==> src/rtl/trama_pkg.sv <==
// trama_pkg: shared state encoding, frame layout and range limits for the trama receiver.
package trama_pkg;
    typedef enum logic [2:0] {S_IDLE, S_PAYLOAD, S_CHECK, S_COMMIT, S_ERROR} state_t;
    localparam logic [7:0] SOF = 8'hAA;
    localparam int N_PAYLOAD = 9;
    localparam logic [3:0] IDX_HUM_H = 4'd0;
    localparam logic [3:0] IDX_HUM_L = 4'd1;
    localparam logic [3:0] IDX_MEL   = 4'd2;
    localparam logic [3:0] IDX_POT   = 4'd3;
    localparam logic [3:0] IDX_HORA  = 4'd4;
    localparam logic [3:0] IDX_MIN   = 4'd5;
    localparam logic [3:0] IDX_LUX_H = 4'd6;
    localparam logic [3:0] IDX_LUX_M = 4'd7;
    localparam logic [3:0] IDX_LUX_L = 4'd8;
    localparam logic [3:0] IDX_LAST  = 4'(N_PAYLOAD - 1);
    localparam logic [7:0] HORA_MAX = 8'd23;
    localparam logic [7:0] MIN_MAX  = 8'd59;
    function automatic logic time_ok(input logic [7:0] h, input logic [7:0] m);
        return (h <= HORA_MAX) && (m <= MIN_MAX);
    endfunction
endpackage

==> src/rtl/trama_timeout.sv <==
// trama_timeout: inter-byte gap counter; counts while enabled, clears on i_clr, flags and holds at TIMEOUT.
module trama_timeout #(
    parameter int unsigned TIMEOUT = 50_000_000
) (
    input  logic clk,
    input  logic rst,
    input  logic i_en,
    input  logic i_clr,
    output logic o_expired
);
    localparam int unsigned W = $clog2(TIMEOUT + 1);
    logic [W-1:0] r_cnt;
    always_ff @(posedge clk or posedge rst) begin
        if (rst) r_cnt <= '0;
        else if (i_clr || !i_en) r_cnt <= '0;
        else if (!o_expired) r_cnt <= r_cnt + 1'b1;
    end
    assign o_expired = r_cnt == W'(TIMEOUT);
endmodule

==> src/rtl/trama_rx.sv <==
// trama_rx: validates SOF/payload/CHK frames from the ESP8266 and publishes the decoded fields
// atomically, one clk after a good checksum byte.
module trama_rx
    import trama_pkg::*;
#(
    parameter int unsigned TIMEOUT = 50_000_000
) (
    input  logic        clk,
    input  logic        rst,
    input  logic [7:0]  byte_in,
    input  logic        byte_vld,
    input  logic        rx_err,
    output logic [11:0] humedad,
    output logic [3:0]  melodia1,
    output logic [3:0]  melodia2,
    output logic [3:0]  maceta,
    output logic [3:0]  tipoPlanta,
    output logic [7:0]  hora,
    output logic [7:0]  minutos,
    output logic [19:0] luxes,
    output logic        frame_ok,
    output logic        frame_err,
    output logic [7:0]  err_cnt
);
    state_t r_state, w_next;
    logic w_byte, w_live, w_exp, w_good;
    logic [3:0] r_idx;
    logic [7:0] r_xor;
    logic [11:0] r_s_hum, r_hum;
    logic [7:0] r_s_mel, r_s_pot, r_s_hora, r_s_min, r_mel, r_pot, r_hora, r_min, r_err_cnt;
    logic [19:0] r_s_lux, r_lux;

    // rx_err wins over a simultaneous byte strobe
    assign w_byte = byte_vld && !rx_err;
    assign w_live = (r_state == S_PAYLOAD) || (r_state == S_CHECK);
    assign w_good = (byte_in == r_xor) && time_ok(r_s_hora, r_s_min);

    trama_timeout #(.TIMEOUT(TIMEOUT)) u_gap (
        .clk      (clk),
        .rst      (rst),
        .i_en     (w_live),
        .i_clr    (byte_vld),
        .o_expired(w_exp)
    );

    always_ff @(posedge clk or posedge rst) begin
        if (rst) r_state <= S_IDLE;
        else r_state <= w_next;
    end

    always_comb begin
        w_next = S_IDLE;
        case (r_state)
            S_IDLE:    w_next = (w_byte && byte_in == SOF) ? S_PAYLOAD : S_IDLE;
            S_PAYLOAD: w_next = (rx_err || w_exp) ? S_ERROR : (w_byte && r_idx == IDX_LAST) ? S_CHECK : S_PAYLOAD;
            S_CHECK:   w_next = (rx_err || w_exp || (w_byte && !w_good)) ? S_ERROR : w_byte ? S_COMMIT : S_CHECK;
            default:   w_next = S_IDLE;
        endcase
    end

    always_comb begin
        frame_ok  = r_state == S_COMMIT;
        frame_err = r_state == S_ERROR;
    end

    always_ff @(posedge clk or posedge rst) begin
        if (rst) begin
            r_idx    <= '0;
            r_xor    <= '0;
            r_s_hum  <= '0;
            r_s_mel  <= '0;
            r_s_pot  <= '0;
            r_s_hora <= '0;
            r_s_min  <= '0;
            r_s_lux  <= '0;
        end else if (r_state == S_IDLE) begin
            r_idx <= '0;
            r_xor <= '0;
        end else if (r_state == S_PAYLOAD && w_byte) begin
            r_idx <= r_idx + 1'b1;
            r_xor <= r_xor ^ byte_in;
            case (r_idx)
                IDX_HUM_H: r_s_hum[11:8]  <= byte_in[3:0];
                IDX_HUM_L: r_s_hum[7:0]   <= byte_in;
                IDX_MEL:   r_s_mel        <= byte_in;
                IDX_POT:   r_s_pot        <= byte_in;
                IDX_HORA:  r_s_hora       <= byte_in;
                IDX_MIN:   r_s_min        <= byte_in;
                IDX_LUX_H: r_s_lux[19:16] <= byte_in[3:0];
                IDX_LUX_M: r_s_lux[15:8]  <= byte_in;
                IDX_LUX_L: r_s_lux[7:0]   <= byte_in;
                default:   ;
            endcase
        end
    end

    // Fields load on the CHK strobe edge so they appear together with frame_ok
    always_ff @(posedge clk or posedge rst) begin
        if (rst) begin
            r_hum  <= '0;
            r_mel  <= '0;
            r_pot  <= '0;
            r_hora <= '0;
            r_min  <= '0;
            r_lux  <= '0;
        end else if (r_state == S_CHECK && w_next == S_COMMIT) begin
            r_hum  <= r_s_hum;
            r_mel  <= r_s_mel;
            r_pot  <= r_s_pot;
            r_hora <= r_s_hora;
            r_min  <= r_s_min;
            r_lux  <= r_s_lux;
        end
    end

    always_ff @(posedge clk or posedge rst) begin
        if (rst) r_err_cnt <= '0;
        else if (w_next == S_ERROR && r_err_cnt != 8'hFF) r_err_cnt <= r_err_cnt + 1'b1;
    end

    assign humedad    = r_hum;
    assign melodia1   = r_mel[7:4];
    assign melodia2   = r_mel[3:0];
    assign maceta     = r_pot[7:4];
    assign tipoPlanta = r_pot[3:0];
    assign hora       = r_hora;
    assign minutos    = r_min;
    assign luxes      = r_lux;
    assign err_cnt    = r_err_cnt;
endmodule

==> config.mk <==
export PLATFORM = sky130hd
export DESIGN_NAME = trama_rx
export DESIGN_NICKNAME = d
export VERILOG_FILES = /design/src/rtl/trama_pkg.sv /design/src/rtl/trama_timeout.sv /design/src/rtl/trama_rx.sv
export SDC_FILE = /design/constraint.sdc
export NUM_CORES = 1
export LEC_CHECK = 0
export ABC_CLOCK_PERIOD_IN_PS = 4990
export CORE_AREA = 2 2 160 130
export CTS_CLUSTER_DIAMETER = 30
export DETAILED_ROUTE_END_ITERATION = 12
export DIE_AREA = 0 0 162 132
export GPL_ROUTABILITY_DRIVEN = 0
export PLACE_DENSITY = 0.59
export SETUP_SLACK_MARGIN = 0.15
export SYNTH_ARGS = -nofsm -noshare
export SYNTH_HDL_FRONTEND = slang
export SYNTH_HIERARCHICAL = 1
export SYNTH_SLANG_ARGS = --single-unit
==> constraint.sdc <==
create_clock -name clk -period 4.99 [get_ports clk]
set_clock_uncertainty 0.05 [all_clocks]
set_input_delay 0.499 -clock clk [delete_from_list [all_inputs] [get_ports clk]]
set_output_delay 0.499 -clock clk [all_outputs]
set_load 0.03 [all_outputs]
==> flow_summary.yaml <==
die:
  core_region_area_um2: 19700
  dieArea_um2: 21400
  die_h_um: 132
  io_pins: 86
  dieWidth_um: 162
  start_util_pct: 38.6
  rows: 46
global_route:
  grt_pass1_wl_um: 27600
  overflow: 0
  grt_max_degree: 96
  antenna_found_initial: 0
  grt_pass1_vias: 5114
  grt_use_total_pct: 16.5
clock_tree:
  clkSinkCount: 177
  clk_latency_ns: 0.43
  postCtsSetupRepairBufs: 0
  cts-root-buf: "clkbuf_16"
  clockBufferDepth: 2
  hold_buffers: 0
  cts_tree: "yes"
  cts_buffers: 17
  htree_levels: 4
  cts-resized-gates: 0
  clkTransAtPathRegs_ns: 0.07
power_and_ir_drop:
  powerDensity_nw_per_um2: 315
  leakage_uw: 0.00425
  max-vdd-ir-drop_uv: 225
setup_path:
  r2r-end: "r_pot[0]"
  rrSetupSlack_ns: 1.35
  crit_start: "u_gap/r_cnt[0]"
  r2r_start: "u_gap/r_cnt[0]"
  path_class: "reg2reg"
  endpoint_kind: "flop"
  reg2reg_depth: 10
  arrival_ns: 3.90
  slowest_stage: "nor4_4"
  crit_end: "r_pot[0]"
  crit_chain: "inv_1, ha_1, nor4bb_1, nand4_1, nor2_1, or2_2, nor4_4, nand3_2, buf_4, mux2_2"
  cp.required_ns: 5.25
  start_kind: "flop"
  slowest_delay_ns: 0.52
  cp_max_fo: 46
yosys:
  yosys_register_bits: 177
  mappedNetlistArea_um2: 7610
  synthCells: 584
  synth_edf_count: 0
  syn_area_per_cell_um2: 13.0
  yosysWarnings: 6
  synthArstFlopShare_pct: 100
  synth_fp_nets: 604
  post_synth_num_cell_types: 56
  yosys_most_used_dff: "dfrtp_1"
  yosysSeqAreaShare_pct: 58.2
route:
  ant_nets: 0
  vias: 4942
  route.detailed.drc: 0
  viasPerCell: 5.19
  wire_per_inst_um: 17.7
  drtPass1Iterations: 6
  drtIter0Drc: 413
  routed_wl_um: 16800
flow_run:
  max_cap_violations: 0
timing:
  fmax_mhz: 275
  finalCriticalPeriod_ns: 3.64
  fin_tns_setup_ns: 0
  slew_headroom_pct: 29.8
  period_share_pct: 72.9
  rsz0062_at_grt: "false"
  setup_viol: 0
  slew_viol_final: 0
  tightest_slew_ns: 1.05
  final_hold_viol_count: 0
status:
  outcome: "complete, no violations"
cells_and_area:
  final_cell_mix: "177 x dfrtp_1, 123 x mux2_2, 85 x clkdlybuf4s50_1"
  drive_above_1_share_pct: 25.7
  layout_commonest_cell: "dfrtp_1"
  final_core_util_pct: 47.6
  nets: 696
  diodes: 0
  syn2layout_area_growth_pct: 23.0
place:
  io_buffers: 85
  post-dp-hpwl_um: 11100
min_path:
  min_path_type: "reg2reg"
cells by family after synthesis:
group	synth area share, %
flops	58.2
mux	18.5
buf+inv	2.17
simple gates	12.5
fa+ha+maj	1.32
xor+xnor	2.99
compound gates	4.26
power by group:
part / switching, uW / internal [uW]
Sequential: 6.88 / 1440
Combinational: 64.2 / 28.8
Clock: 605 / 805
how the worst min path moves through the flow:
stage | from | to | slack [ns] | cells after the start
floorplan | r_s_pot[3] | r_s_pot[3] | 0.41 | 1
global placement | r_s_pot[3] | r_s_pot[3] | 0.42 | 1
detailed placement | hora[5] | hora[5] | 0.42 | 1
CTS | err_cnt[5] | err_cnt[5] | 0.44 | 1
global route | hora[5] | hora[5] | 0.46 | 1
finish | err_cnt[5] | err_cnt[5] | 0.44 | 1
synthesized netlist by cell type, drive strengths merged (2+ instances only):
master | count | area [um2]
a21oi | 13 | 65.1
and2 | 5 | 31.3
and3b | 2 | 17.5
and4 | 5 | 43.8
buf | 10 | 86.3
clkbuf | 13 | 48.8
dfrtp | 177 | 4430
ha | 8 | 100
inv | 8 | 30.0
mux2 | 124 | 1400
nand2 | 30 | 120
nand2b | 7 | 43.8
nand3 | 16 | 85.1
nand4 | 14 | 103
nor2 | 31 | 119
nor3 | 10 | 61.3
nor3b | 4 | 35.0
nor4 | 10 | 77.6
nor4b | 3 | 26.3
nor4bb | 3 | 30.0
o21a | 2 | 15.0
o21ai | 22 | 110
o311ai | 2 | 17.5
o31ai | 7 | 52.6
or2 | 2 | 12.5
or3 | 7 | 43.8
or4 | 7 | 52.6
xnor2 | 13 | 114
xor2 | 13 | 114
per-stage QoR:
| stage | std cells | instance area, um2 | hold WS [ns] | worst slack [ns] | power (uW) |
|---|---|---|---|---|---|
| 3_5_place_dp | 921 | 8740 | 0.423 | 1.24 | 1570 |
| 5_1_grt | 953 | 9360 | 0.460 | 1.06 | 3060 |
| 3_3_place_gp | 921 | 8740 | 0.420 | 1.39 | 1570 |
| 2_1_floorplan | 584 | 7610 | 0.410 | 0.376 | 1520 |
| 4_1_cts | 953 | 9360 | 0.443 | 1.32 | 2990 |
| 6_report | 953 | 9360 | 0.441 | 1.35 | 2950 |
final cells by class:
class	instances	area [um2]
clock buffer	17	425
clock inverter	15	194
fill	1767	10300
inverter	8	35.0
multi-input combinational	376	3010
sequential	177	4430
tap	264	330
timing repair buffer	96	933
state kept, by name, indices dropped and copies added, names as in the netlist, 12 cells and up:
name,count
luxes,20
r_s_hum,12
r_s_lux,20
u_gap/r_cnt,26
humedad,12
worst max-delay path: cells and delay by family, from the launching register on:
kind | cells | cell delay (ns)
buffers and inverters | 2 | 0.55
adder cells (fa/ha/maj) | 1 | 0.20
multiplexers | 1 | 0.35
flip-flops | 1 | 0.49
AND/OR/NAND/NOR | 6 | 1.83
layer usage:
| layer | share of wire (%) | vias up | global-route usage [%] |
|---|---|---|---|
| li1 | - | 2288 | - |
| met2 | 44 | 143 | 24.0 |
| met3 | 5.3 | 20 | 4.22 |
| met1 | 49 | 2491 | 24.4 |
| met5 | 0 | - | 0 |
| met4 | 1.1 | 0 | 4.33 |
Note: power is estimated with default switching activity, not from simulation.
